--- src/rtl/sbp_pkg.sv ---
// Shared widths and result record for the lookup pipeline tail.
// The stage chain, the tail and the bench all agree on this layout.
package sbp_pkg;

  localparam int STAGE_ID_BITS = 6;
  localparam int LOCATION_BITS = 11;
  localparam int RESULT_BITS   = STAGE_ID_BITS + LOCATION_BITS;
  localparam int FIFO_DEPTH    = 16;
  localparam int CNT_BITS      = $clog2(FIFO_DEPTH) + 1;

  typedef struct packed {
    logic [31:0]            ip_addr;
    logic [RESULT_BITS-1:0] result;
  } sbp_result_t;

  // Stage ids start at 1, so an all-zero result means no prefix matched.
  localparam logic [RESULT_BITS-1:0] NO_MATCH = '0;

endpackage

--- src/rtl/sbp_lookup_tail_if.sv ---
// Credit, token and result-port signals of the lookup tail.
// slave is the tail itself; master is the injector/chain/consumer side.
interface sbp_lookup_tail_if #(
  parameter int RESULT_BITS = sbp_pkg::RESULT_BITS,
  parameter int CNT_BITS    = sbp_pkg::CNT_BITS
);

  logic                   issue_i;
  logic                   issue_ok_o;
  logic                   valid_i;
  logic [31:0]            ip_addr_i;
  logic [RESULT_BITS-1:0] result_i;
  logic                   res_valid_o;
  logic                   res_ready_i;
  logic [31:0]            res_ip_addr_o;
  logic [RESULT_BITS-1:0] res_result_o;
  logic                   res_hit_o;
  logic [CNT_BITS-1:0]    inflight_o;
  logic [CNT_BITS-1:0]    occupancy_o;
  logic                   overflow_o;
  logic                   proto_err_o;

  modport slave (
    input  issue_i, valid_i, ip_addr_i, result_i, res_ready_i,
    output issue_ok_o, res_valid_o, res_ip_addr_o, res_result_o, res_hit_o,
           inflight_o, occupancy_o, overflow_o, proto_err_o
  );

  modport master (
    output issue_i, valid_i, ip_addr_i, result_i, res_ready_i,
    input  issue_ok_o, res_valid_o, res_ip_addr_o, res_result_o, res_hit_o,
           inflight_o, occupancy_o, overflow_o, proto_err_o
  );

endinterface

--- src/rtl/sbp_sync_fifo.sv ---
// First-word-fall-through FIFO over a register array; the head is read
// combinationally from mem[rd_ptr]. Pointer MSB is the wrap bit.
module sbp_sync_fifo #(
  parameter int WIDTH = 49,
  parameter int DEPTH = 16
) (
  input  logic                    clk,
  input  logic                    rst,
  input  logic                    i_push,
  input  logic                    i_pop,
  input  logic [WIDTH-1:0]        i_wdata,
  output logic [WIDTH-1:0]        o_rdata,
  output logic                    o_full,
  output logic                    o_empty,
  output logic [$clog2(DEPTH):0]  o_count
);

  localparam int AW = $clog2(DEPTH);

  logic [WIDTH-1:0] r_mem [DEPTH];
  logic [AW:0]      r_wr_ptr;
  logic [AW:0]      r_rd_ptr;
  logic             w_do_pop;
  logic             w_do_push;

  assign o_empty   = (r_wr_ptr == r_rd_ptr);
  assign o_full    = (r_wr_ptr[AW-1:0] == r_rd_ptr[AW-1:0]) &&
                     (r_wr_ptr[AW] != r_rd_ptr[AW]);
  assign o_count   = r_wr_ptr - r_rd_ptr;
  assign w_do_pop  = i_pop && !o_empty;
  assign w_do_push = i_push && (!o_full || w_do_pop);

  // NOTE: state registers use non-blocking assignments so every flop samples
  // pre-edge values regardless of process ordering.
  always_ff @(posedge clk or negedge rst) begin
    if (!rst) begin
      r_wr_ptr <= '0;
      r_rd_ptr <= '0;
    end else begin
      if (w_do_push) r_wr_ptr <= r_wr_ptr + 1'b1;
      if (w_do_pop)  r_rd_ptr <= r_rd_ptr + 1'b1;
    end
  end

  // NOTE: storage is deliberately not reset; the pointers alone decide what
  // is valid, and leaving the array reset-free keeps it plain flops/RAM.
  always_ff @(posedge clk) begin
    if (w_do_push) r_mem[r_wr_ptr[AW-1:0]] <= i_wdata;
  end

  assign o_rdata = r_mem[r_rd_ptr[AW-1:0]];

endmodule

--- src/rtl/sbp_lookup_tail.sv ---
// Tail of the lookup pipeline: buffers {ip_addr, result} tokens from the last
// stage and hands out injection credits so results always find a FIFO slot.
module sbp_lookup_tail #(
  parameter int STAGE_ID_BITS = sbp_pkg::STAGE_ID_BITS,
  parameter int LOCATION_BITS = sbp_pkg::LOCATION_BITS,
  parameter int FIFO_DEPTH    = sbp_pkg::FIFO_DEPTH
) (
  input  logic                clk,
  input  logic                rst,
  sbp_lookup_tail_if.slave    bus
);

  localparam int RES_W    = STAGE_ID_BITS + LOCATION_BITS;
  localparam int CNT_BITS = $clog2(FIFO_DEPTH) + 1;
  localparam int WIDTH    = 32 + RES_W;

  logic                w_full;
  logic                w_empty;
  logic                w_push;
  logic                w_pop;
  logic                w_drop;
  logic                w_credit;
  logic                w_issue;
  logic                w_arrive;
  logic [CNT_BITS-1:0] w_count;
  logic [CNT_BITS:0]   w_committed;
  logic [WIDTH-1:0]    w_wdata;
  logic [WIDTH-1:0]    w_rdata;
  logic [CNT_BITS-1:0] r_inflight;
  logic                r_overflow;
  logic                r_proto_err;

  assign w_pop  = !w_empty && bus.res_ready_i;
  assign w_push = bus.valid_i && (!w_full || w_pop);
  assign w_drop = bus.valid_i && w_full && !w_pop;

  // Credit looks only at registered counts, never at this cycle's inputs.
  assign w_committed = {1'b0, w_count} + {1'b0, r_inflight};
  assign w_credit    = w_committed < (CNT_BITS+1)'(FIFO_DEPTH);
  assign w_issue     = bus.issue_i && w_credit;
  assign w_arrive    = bus.valid_i && (r_inflight != '0);

  always_ff @(posedge clk or negedge rst) begin
    if (!rst) begin
      r_inflight <= '0;
    end else begin
      case ({w_issue, w_arrive})
        2'b10:   r_inflight <= r_inflight + CNT_BITS'(1);
        2'b01:   r_inflight <= r_inflight - CNT_BITS'(1);
        default: r_inflight <= r_inflight;
      endcase
    end
  end

  always_ff @(posedge clk or negedge rst) begin
    if (!rst) begin
      r_overflow  <= 1'b0;
      r_proto_err <= 1'b0;
    end else begin
      if (w_drop) r_overflow <= 1'b1;
      if ((bus.issue_i && !w_credit) || (bus.valid_i && r_inflight == '0))
        r_proto_err <= 1'b1;
    end
  end

  assign w_wdata = {bus.ip_addr_i, bus.result_i};

  sbp_sync_fifo #(
    .WIDTH (WIDTH),
    .DEPTH (FIFO_DEPTH)
  ) u_fifo (
    .clk     (clk),
    .rst     (rst),
    .i_push  (w_push),
    .i_pop   (w_pop),
    .i_wdata (w_wdata),
    .o_rdata (w_rdata),
    .o_full  (w_full),
    .o_empty (w_empty),
    .o_count (w_count)
  );

  assign bus.issue_ok_o    = w_credit;
  assign bus.res_valid_o   = !w_empty;
  assign bus.res_ip_addr_o = w_rdata[RES_W +: 32];
  assign bus.res_result_o  = w_rdata[RES_W-1:0];
  assign bus.res_hit_o     = |w_rdata[RES_W-1:0];
  assign bus.inflight_o    = r_inflight;
  assign bus.occupancy_o   = w_count;
  assign bus.overflow_o    = r_overflow;
  assign bus.proto_err_o   = r_proto_err;

endmodule
--- src/flat_wrapper.sv ---
// flat-port wrapper written by rule: the top's interface ports become plain ports
module sbp_lookup_tail_flat 
#(
  parameter int STAGE_ID_BITS = sbp_pkg::STAGE_ID_BITS,
  parameter int LOCATION_BITS = sbp_pkg::LOCATION_BITS,
  parameter int FIFO_DEPTH    = sbp_pkg::FIFO_DEPTH
)
  (clk, rst, bus_issue_i, bus_valid_i, bus_ip_addr_i, bus_result_i, bus_res_ready_i, bus_issue_ok_o, bus_res_valid_o, bus_res_ip_addr_o, bus_res_result_o, bus_res_hit_o, bus_inflight_o, bus_occupancy_o, bus_overflow_o, bus_proto_err_o);
  sbp_lookup_tail_if bus_i ();
  input  logic clk;
  input  logic rst;
  input wire logic [$bits(bus_i.issue_i)-1:0] bus_issue_i;
  input wire logic [$bits(bus_i.valid_i)-1:0] bus_valid_i;
  input wire logic [$bits(bus_i.ip_addr_i)-1:0] bus_ip_addr_i;
  input wire logic [$bits(bus_i.result_i)-1:0] bus_result_i;
  input wire logic [$bits(bus_i.res_ready_i)-1:0] bus_res_ready_i;
  output wire logic [$bits(bus_i.issue_ok_o)-1:0] bus_issue_ok_o;
  output wire logic [$bits(bus_i.res_valid_o)-1:0] bus_res_valid_o;
  output wire logic [$bits(bus_i.res_ip_addr_o)-1:0] bus_res_ip_addr_o;
  output wire logic [$bits(bus_i.res_result_o)-1:0] bus_res_result_o;
  output wire logic [$bits(bus_i.res_hit_o)-1:0] bus_res_hit_o;
  output wire logic [$bits(bus_i.inflight_o)-1:0] bus_inflight_o;
  output wire logic [$bits(bus_i.occupancy_o)-1:0] bus_occupancy_o;
  output wire logic [$bits(bus_i.overflow_o)-1:0] bus_overflow_o;
  output wire logic [$bits(bus_i.proto_err_o)-1:0] bus_proto_err_o;
  assign bus_i.issue_i = bus_issue_i;
  assign bus_i.valid_i = bus_valid_i;
  assign bus_i.ip_addr_i = bus_ip_addr_i;
  assign bus_i.result_i = bus_result_i;
  assign bus_i.res_ready_i = bus_res_ready_i;
  assign bus_issue_ok_o = bus_i.issue_ok_o;
  assign bus_res_valid_o = bus_i.res_valid_o;
  assign bus_res_ip_addr_o = bus_i.res_ip_addr_o;
  assign bus_res_result_o = bus_i.res_result_o;
  assign bus_res_hit_o = bus_i.res_hit_o;
  assign bus_inflight_o = bus_i.inflight_o;
  assign bus_occupancy_o = bus_i.occupancy_o;
  assign bus_overflow_o = bus_i.overflow_o;
  assign bus_proto_err_o = bus_i.proto_err_o;
  sbp_lookup_tail #(.STAGE_ID_BITS(STAGE_ID_BITS), .LOCATION_BITS(LOCATION_BITS), .FIFO_DEPTH(FIFO_DEPTH)) u_core (.clk(clk), .rst(rst), .bus(bus_i));
endmodule
--- config.mk ---
export PLATFORM = sky130hd
export DESIGN_NAME = sbp_lookup_tail_flat
export DESIGN_NICKNAME = d
export VERILOG_FILES = /design/src/rtl/sbp_pkg.sv /design/src/rtl/sbp_lookup_tail_if.sv /design/src/rtl/sbp_sync_fifo.sv /design/src/rtl/sbp_lookup_tail.sv /design/src/flat_wrapper.sv
export SDC_FILE = /design/constraint.sdc
export NUM_CORES = 1
export LEC_CHECK = 0
export BUFFER_PORTS_ARGS = -buffer_cell sky130_fd_sc_hd__buf_2
export CORE_MARGIN = 5
export CORE_UTILIZATION = 60
export DETAILED_ROUTE_END_ITERATION = 10
export PLACE_DENSITY = 0.85
export SLEW_MARGIN = 5
export SYNTH_ARGS = -nofsm -noshare
export SYNTH_HDL_FRONTEND = slang
export SYNTH_SLANG_ARGS = --single-unit
--- constraint.sdc ---
create_clock -name clk -period 18.9 [get_ports clk]
set_input_delay 1.89 -clock clk [delete_from_list [all_inputs] [get_ports clk]]
set_output_delay 1.89 -clock clk [all_outputs]
set_load 0.1 [all_outputs]
==> key figures, run 1 <==
Cells and area
  – Fin nets: 1,506
  – Area grow syn2layout: 12.58%
  – Layout cell share with drive strength beyond 1: 33.18%
  – Layout Cells excl Fill: 2,162

Floorplanning
  – IO Count: 118
  – Full die area: 55,640 sq um
  – Initial Util: 60.90%
  – FP Rows: 82
  – Die outline width: 235.9 um
  – Core box area: 50,270 sq um
  – Die height: 235.9 um

STA
  – RSZ-0062 raised after global routing: no
  – Final setup viols: 0
  – Worst Hold Slack: 0.4904 ns
  – Final Hold Vio Count: 0
  – Tmin final: 7.304 ns
  – Max Slew Vio Count: 0
  – Setup TNS: 0 ns
  – Setup WS post-layout: 11.60 ns
  – Worst slew margin: 24.81%
  – Worst-margin pin slew: 1.128 ns
  – Final cycle utilization of the critical path: 38.65%
  – Clk_skew: 0.01918 ns
  – Fmax: 136.9 MHz

Clock network
  – Clock sink total: 801
  – CTS tree: built
  – Number of CTS-inserted buffers: 78
  – Maximum clock insertion buffer count: 3
  – Clock Pin Slew Worst Setup and Hold Paths: 0.06 ns
  – Worst skew pair latency: 0.62 ns
  – Clock Tree Root: clkbuf_16
  – Resized cells post-CTS: 0
  – Hold-fix buffer count after cts: 0
  – Setup bufs post-CTS: 0
  – H-tree Lvls: 3

Synth
  – Syn avg cell area: 24.05 sq um
  – Main synth FF type: edfxtp_1
  – Async set-reset flop share out of synthesis: 2.122%
  – Ys Warns: 0
  – Synthesized area: 30,610 sq um
  – Post-synthesis compound-gate area fraction: 1.112%
  – Syn nets: 1,346
  – Synth top area share: 76.90%
  – Number of flops mapped to enable cells by yosys: 784
  – Synth cell types: 39
  – Most instantiated cells after synthesis: edfxtp_1 (784), mux4_2 (223), clkbuf_1 (29)
  – Syn Inst Count: 1,273
  – Synth area leaders: edfxtp_1 (77%), mux4_2 (16%), dfrtp_1 (1.4%), mux2i_1 (0.72%), ha_1 (0.69%)
  – Post-Synth Simple-Gate Area: 1.022%
  – Seq/Total Area, Yosys: 78.29%
  – Multiplexer area fraction after synthesis: 17.23%
  – Xor-xnor portion of the synthesized cell area: 0.4863%
  – Post-synthesis adder-cell area fraction: 0.8256%
  – Largest family of logic cells by synthesized area: multiplexers
  – Count leader, synth: edfxtp_1
  – Yosys top cell by area: edfxtp_1
  – Seq cells post-synth: 801

Worst setup path
  – Worst-path maximum fanout: 51
  – Number of cells on the worst reg-to-reg path: 14
  – Critical path launch point: u_core.u_fifo.r_rd_ptr[0]
  – Crit path kind: flop to primary output
  – Required time of the critical path: 17.01 ns
  – Reg2reg setup slack: 13.76 ns
  – R2R Path End: u_core.bus.inflight_o[4]
  – Data arrival, critical path: 5.41 ns
  – CP endpoint: bus_res_hit_o
  – Startpoint types: flop
  – Reg2Reg Launch Point: u_core.u_fifo.r_rd_ptr[3]
  – Worst Setup End Kind: primary output

Global route
  – Total gr overflow: 0
  – Total GRT Usage: 25.65%
  – First-pass GRT wire length: 104,300 um
  – Number of global-route vias before repair: 15,380
  – Largest net degree at the start of global routing: 72
  – Number of antenna violations at the first check in global routing: 10

Placement
  – Routability cong.: 0.7711
  – DP HPWL: 32,030 um
  – Setup WS pre-CTS: 12.14 ns
  – I/O Buffers: 117
  – Placed Cells: 2,025

Route
  – Pre-antenna DRT Iters: 5
  – M1 wire length: 25,860 um
  – Initial DRC count: 1,969
  – Drt wl/cell: 33.05 um
  – Routed wl met3: 6955 um
  – Via count: 14,740
  – Met2 wire len: 36,860 um
  – Antenna viol nets, final: 0
  – Post-route DRC: 0
  – Via/cell ratio: 6.819
  – DRT Wirelength: 71,450 um
  – Uppermost layer routed: met5

Status
  – Run status: completed

Job
  – Max-capacitance violation count: 0

Min path
  – Tightest Hold Check Type: flop to flop
final cells by class:
type | count | area (sq um)
sequential | 801 | 23980
fill | 2923 | 15810
multi-input combinational | 401 | 6441
clock buffer | 95 | 2079
tap | 672 | 840.8
timing repair buffer | 141 | 765.7
clock inverter | 38 | 311.5
inverter | 10 | 38.79
antenna | 4 | 10.01
metrics by stage:
step / area (sq um) / utilization, %
after detailed placement: 32070 / 63.78
final: 34470 / 68.56
after global placement: 32070 / 63.78
after CTS: 34460 / 68.54
after global routing: 34460 / 68.54
after floorplan: 30610 / -
routing by layer:
metal,track usage (%),vias up
li1,-,5771
met1,35.24,7795
met2,42.72,1018
met3,5.408,149
met4,7.477,10
met5,0,-
kinds of logic after synthesis:
kind of cell	after synthesis
DFF	801
muxes	248
buffers and inverters	71
and+or+nand+nor	68
AOI/OAI and AO/OA	49
adders and majority gates	19
xor gates and xnor gates	17
sequential cells by signal (all words and copies together) (netlist names):
| register | count |
|---|---|
| u_core.bus.overflow_o | 1 |
| u_core.u_fifo.r_mem | 784 |
| u_core.bus.inflight_o | 5 |
| u_core.u_fifo.r_wr_ptr | 5 |
| u_core.u_fifo.r_rd_ptr | 5 |
| u_core.bus.proto_err_o | 1 |
critical path, cell delays in order, from the launching register on:
cell and delay [ns]:
dfrtp_4 0.55, buf_4 0.77, buf_4 0.89, mux4_2 0.61
mux4_2 0.49, or4b_1 0.63, nor4_1 0.26, nand4_1 0.18
buf_2 0.34
cell usage in the layout, fill, tap and decap left out, types with 14 or more instances in the layout:
master | synthesis | final
clkbuf_1 | 29 | 14
clkbuf_16 | 0 | 81
mux2i_1 | 22 | 22
a22oi_1 | 16 | 16
mux4_2 | 223 | 223
nand2_1 | 25 | 25
ha_1 | 17 | 17
clkinv_1 | 0 | 14
edfxtp_1 | 784 | 784
buf_4 | 3 | 24
buf_2 | 18 | 117
dfrtp_1 | 17 | 14
worst min path at each step:
| stage | start | to | depth (start not counted) |
|---|---|---|---|
| floorplan | u_core.u_fifo.r_wr_ptr[4] | u_core.u_fifo.r_wr_ptr[4] | 1 |
| global placement | u_core.bus.proto_err_o | u_core.bus.proto_err_o | 2 |
| detailed placement | u_core.u_fifo.r_rd_ptr[4] | u_core.u_fifo.r_rd_ptr[4] | 1 |
| CTS | u_core.u_fifo.r_rd_ptr[4] | u_core.u_fifo.r_rd_ptr[4] | 1 |
| global route | u_core.u_fifo.r_rd_ptr[4] | u_core.u_fifo.r_rd_ptr[4] | 1 |
| finish | u_core.bus.proto_err_o | u_core.bus.proto_err_o | 2 |
Power of run 1 is left out: the tool's default activity adds up to more than one toggle a clock period on the data nets, which glitch-free logic cannot reach.
==> inputs of run 2 (changes only) <==
clock period = 7.5 ns   (was 18.9 ns; I/O delays follow)
==> run 2 against run 1 <==
Sequential share of layout area hardly changed. Sequential cell count unchanged. First-iteration DRC count shrank 1.4%. Setup slack lost 9.4 ns. Final area hardly changed. Clock skew decreased by 0.0056 ns. Critical path type is now flop to flop. Highest routed layer unchanged.
==> key figures, run 2 (synthesis results as in run 1) <==
Min path
  – Tightest Hold Check Type: input pin to asynchronous set/reset pin

Clock network
  – Worst skew pair latency: 0.61 ns (about the same)
  – Clock Tree Root: clkbuf_16
  – Setup bufs post-CTS: 0 (unchanged)
  – Hold-fix buffer count after cts: 0 (unchanged)
  – Number of CTS-inserted buffers: 77 (-1.3%)
  – Resized cells post-CTS: 0 (unchanged)
  – Clock sink total: 801 (unchanged)
  – CTS tree: built
  – H-tree Lvls: 3 (unchanged)
  – Maximum clock insertion buffer count: 3 (unchanged)
  – Clock Pin Slew Worst Setup and Hold Paths: 0.06 ns (about the same)

Worst setup path
  – Reg2reg setup slack: 2.21 ns (-11.55 ns)
  – Startpoint types: flop
  – Crit path kind: flop to flop
  – CP endpoint: u_core.u_fifo.r_mem[15][33]
  – Worst-path maximum fanout: 64 (+25%)
  – Data arrival, critical path: 5.55 ns (+0.14 ns)
  – Required time of the critical path: 7.77 ns (-9.24 ns)
  – Worst Setup End Kind: flop
  – Reg2Reg Launch Point: u_core.u_fifo.r_rd_ptr[2]
  – Critical path launch point: u_core.u_fifo.r_rd_ptr[2]
  – Number of cells on the worst reg-to-reg path: 8 (-6)
  – R2R Path End: u_core.u_fifo.r_mem[15][33]

Route
  – Via count: 14,540 (-1.4%)
  – Antenna viol nets, final: 0 (unchanged)
  – DRT Wirelength: 70,210 um (-1.7%)
  – Drt wl/cell: 32.43 um (-1.9%)
  – Via/cell ratio: 6.714 (-1.5%)
  – Pre-antenna DRT Iters: 7 (+2)
  – Initial DRC count: 1,942 (-1.4%)
  – Post-route DRC: 0 (unchanged)

Status
  – Run status: completed

Cells and area
  – Area grow syn2layout: 12.59% (about the same)
  – Fin nets: 1,505 (-0.066%)
  – Commonest non-fill, non-tap cells in the layout: edfxtp_1 (784), mux4_2 (223), buf_2 (117)
  – Commonest non-fill, non-tap cell in the layout: edfxtp_1
  – Layout cell share with drive strength beyond 1: 33.04% (-0.13 points)
  – Util after Layout: 68.56% (about the same)
  – Max reg flops: 784 (unchanged)

Global route
  – Number of antenna violations at the first check in global routing: 2 (-8)
  – Total gr overflow: 0 (unchanged)
  – Total GRT Usage: 25.53% (-0.12 points)
  – First-pass GRT wire length: 104,200 um (about the same)
  – Number of global-route vias before repair: 15,390 (+0.039%)
  – Largest net degree at the start of global routing: 124 (+72%)

STA
  – Fmax: 189.1 MHz
  – Setup WS post-layout: 2.213 ns (-9.383 ns)
  – Tmin final: 5.287 ns
  – Worst slew margin: 10.99% (-14 points)
  – Final Hold Vio Count: 0 (unchanged)
  – RSZ-0062 raised after global routing: no
  – Final setup viols: 0 (unchanged)
  – Clk_skew: 0.01362 ns (-0.005560 ns)
  – Max Slew Vio Count: 0 (unchanged)
  – Final cycle utilization of the critical path: 70.50%
  – Worst-margin pin slew: 1.332 ns (+0.2042 ns)
  – Setup TNS: 0 ns (unchanged)

Floorplanning
  – Full die area: 55,640 sq um (unchanged)
  – Die height: 235.9 um (unchanged)
  – Initial Util: 60.90% (unchanged)
  – FP Rows: 82 (unchanged)
  – Die outline width: 235.9 um (unchanged)
  – Core box area: 50,270 sq um (unchanged)
  – IO Count: 118 (unchanged)

Placement
  – Routability cong.: 0.7883 (+2.2%)
  – I/O Buffers: 117 (unchanged)
  – Setup WS pre-CTS: 2.424 ns (-9.718 ns)
  – DP HPWL: 36,350 um (+13%)

Job
  – Max-capacitance violation count: 0 (unchanged)
## run 2: how the worst min path moves through the flow
stage,from,end,slack [ns],cells past startpoint
after floorplan,rst,u_core.bus.inflight_o[0],0.45,0
after global placement,u_core.u_fifo.r_rd_ptr[4],u_core.u_fifo.r_rd_ptr[4],0.48,1
after detailed placement,u_core.u_fifo.r_rd_ptr[4],u_core.u_fifo.r_rd_ptr[4],0.49,1
after CTS,rst,u_core.u_fifo.r_wr_ptr[2],0.06,1
after global routing,rst,u_core.bus.inflight_o[0],0.08,1
final,rst,u_core.bus.inflight_o[0],0.07,1
## run 2: cell type report
class,count,area [sq um]
inverters,10,38.79
flip-flops and latches,801,23980
multi-input cells,401,6460
diodes,1,2.502
clock buffers,91,1989
repair buffers,141,778.2
well taps,672,840.8
clock inverters,48,379.1
fillers,2887,15810
## run 2: routing by layer
layer / track usage [%] / vias to the layer above / part of all wire, %
met5: 0 / - / 0.019
met4: 7.372 / 2 / 2.7
met3: 4.918 / 144 / 9.3
met2: 43.49 / 999 / 53
met1: 34.45 / 7601 / 35
li1: - / 5790 / -
## run 2: stage by stage
stage,hold WS [ns],instances,cell area (sq um)
6_report,0.06912,2165,34470
2_1_floorplan,0.4544,1273,30630
3_5_place_dp,0.4869,2025,32100
5_1_grt,0.08072,2165,34470
3_3_place_gp,0.4798,2025,32100
4_1_cts,0.05570,2164,34470
## run 2: critical path, stage by stage, from the launching register on
cell and delay [ns]:
dfrtp_4 1.19, inv_1 0.28, ha_1 0.43, and4_1 0.22, nor3b_1 0.15, nor2b_1 0.59, nand2_1 0.45, nor2_4 1.09
buf_4 0.50
Power of run 2 is left out for the same reason.
==> inputs of run 3 (changes only) <==
clock period = 5.3 ns   (was 7.5 ns; I/O delays follow)
==> run 3 against run 2 <==
Clock skew grew 0.0083 ns. Core utilization grew 0.27 points. Via count grew 2.2%. Highest routed layer unchanged.
==> key figures, run 3 (synthesis results as in run 1) <==
Route
  – Uppermost layer routed: met5
  – Initial DRC count: 2,103 (+8.3%)
  – Post-route DRC: 0 (unchanged)
  – Met2 wire len: 38,280 um (+3.7%)
  – Via/cell ratio: 6.859 (+2.2%)
  – Routed wl met3: 7138 um (+9.8%)
  – M1 wire length: 25,280 um (+1.6%)
  – Drt wl/cell: 33.78 um (+4.2%)
  – Antenna viol nets, final: 0 (unchanged)
  – Via count: 14,850 (+2.2%)
  – DRT Wirelength: 73,130 um (+4.2%)
  – Pre-antenna DRT Iters: 5 (-2)

Global route
  – First-pass GRT wire length: 106,600 um (+2.3%)
  – Largest net degree at the start of global routing: 175 (+41%)
  – Total gr overflow: 0 (unchanged)
  – Number of antenna violations at the first check in global routing: 9 (+7)
  – Total GRT Usage: 26.40% (+0.87 points)
  – Number of global-route vias before repair: 15,350 (-0.23%)

Worst setup path
  – Number of cells on the worst reg-to-reg path: 17 (+9)
  – Startpoint types: flop
  – Worst-path maximum fanout: 174 (+170%)
  – Required time of the critical path: 4.77 ns (-3.00 ns)
  – Worst Setup End Kind: primary output
  – Crit path kind: flop to primary output
  – Data arrival, critical path: 4.69 ns (-0.86 ns)

Min path
  – Hold path depth: 3
  – Tightest Hold Check Type: input pin to flop

Placement
  – I/O Buffers: 117 (unchanged)
  – Placed instance area: 32,310 sq um (+0.66%)
  – DP HPWL: 34,740 um (-4.4%)
  – Routability cong.: 0.7499 (-4.9%)

Cells and area
  – Area grow syn2layout: 13.03%
  – Commonest non-fill, non-tap cell in the layout: edfxtp_1
  – Max reg flops: 784 (unchanged)
  – Util after Layout: 68.83% (+0.27 points)
  – Layout cell share with drive strength beyond 1: 33.02% (about the same)
  – Fin nets: 1,508 (+0.20%)
  – # fillers: 2,861 (-0.90%)
  – Final Cell Area: 34,600 sq um (+0.39%)
  – Commonest non-fill, non-tap cells in the layout: edfxtp_1 (784), mux4_2 (223), buf_2 (117)

Status
  – Run status: completed

Clock network
  – Number of CTS-inserted buffers: 75 (-2.6%)
  – Maximum clock insertion buffer count: 3 (unchanged)
  – CTS tree: built
  – Clock sink total: 801 (unchanged)
  – Clock Tree Root: clkbuf_16
  – Worst skew pair latency: 0.63 ns (+0.02 ns)
  – Clock Pin Slew Worst Setup and Hold Paths: 0.06 ns (about the same)
  – H-tree Lvls: 3 (unchanged)

STA
  – Clk_skew: 0.02187 ns (+0.008252 ns)
  – Final setup viols: 0 (unchanged)
  – Worst slew margin: 25.65% (+15 points)
  – RSZ-0062 raised after global routing: no
  – Max Slew Vio Count: 0 (unchanged)
  – Final Hold Vio Count: 0 (unchanged)
  – Tmin final: 5.216 ns
  – Final cycle utilization of the critical path: 98.42%
  – Fmax: 191.7 MHz
  – Worst-margin pin slew: 1.115 ns (-0.2168 ns)

Floorplanning
  – Die outline width: 235.9 um (unchanged)
  – Initial Util: 60.90% (unchanged)
  – IO Count: 118 (unchanged)
  – Die height: 235.9 um (unchanged)
  – Full die area: 55,640 sq um (unchanged)
  – FP Rows: 82 (unchanged)
  – Core box area: 50,270 sq um (unchanged)

Job
  – Max-capacitance violation count: 0 (unchanged)
==> run 3: routing by layer <==
metal	track usage (%)	up-vias
met5	0	-
met4	9.465	12
met3	5.362	186
met2	44.78	1076
met1	34.74	7799
li1	-	5776
==> run 3: per-stage QoR <==
stage | std cells | hold slack, ns | TNS (ns) | setup WS (ns)
detailed placement | 2029 | 0.4425 | 0 | 1.046
global placement | 2029 | 0.4376 | 0 | 1.207
finish | 2165 | 0.1692 | 0 | 0.08367
global route | 2165 | 0.1847 | 0 | 0.04225
CTS | 2162 | 0.1467 | 0 | 0.1192
floorplan | 1273 | 0.2344 | -0.2409 | -0.2409
==> run 3: repair_timing <==
| item | CTS | global route |
|---|---|---|
| hold buffers | 1 | 0 |
| hold endpoints to repair | 17 | 0 |
| resized for setup | 0 | 1 |
| endpoints found under the setup margin | 0 | 1 |
| buffers inserted | 0 | 0 |
==> run 3: final timing paths <==
| path | start | endpoint | slack, ns |
|---|---|---|---|
| max | u_core.u_fifo.r_rd_ptr[1] | bus_res_hit_o | 0.08 |
| min | bus_issue_i | u_core.bus.proto_err_o | 0.17 |
| max reg2reg | u_core.u_fifo.r_wr_ptr[0] | u_core.bus.inflight_o[4] | 1.04 |
| min reg2reg | u_core.bus.overflow_o | u_core.bus.overflow_o | 0.47 |
| max in group asynchronous | rst | u_core.u_fifo.r_rd_ptr[0] | 4.60 |
| min in group asynchronous | rst | u_core.bus.inflight_o[4] | 0.38 |
==> run 3: worst max-delay path: stages, from the launching register on <==
cell and delay, ns:
dfrtp_4 0.44, buf_12 0.69, mux4_2 0.41, mux2_2 0.27, mux2i_1 0.18, or4b_1 0.54, nor4_1 0.62, nand4_1 0.34
buf_2 0.40
==> run 3: layout make-up <==
type,count,area [sq um],area share (%)
clock buffer,99,2009,5.807
clock inverter,33,262.8,0.7593
sequential,801,23980,69.30
timing repair buffer,146,934.6,2.701
inverter,10,38.79,0.1121
antenna,3,7.507,0.02170
multi-input combinational,401,6530,18.87
tap,672,840.8,2.430
Power of run 3 is left out for the same reason.
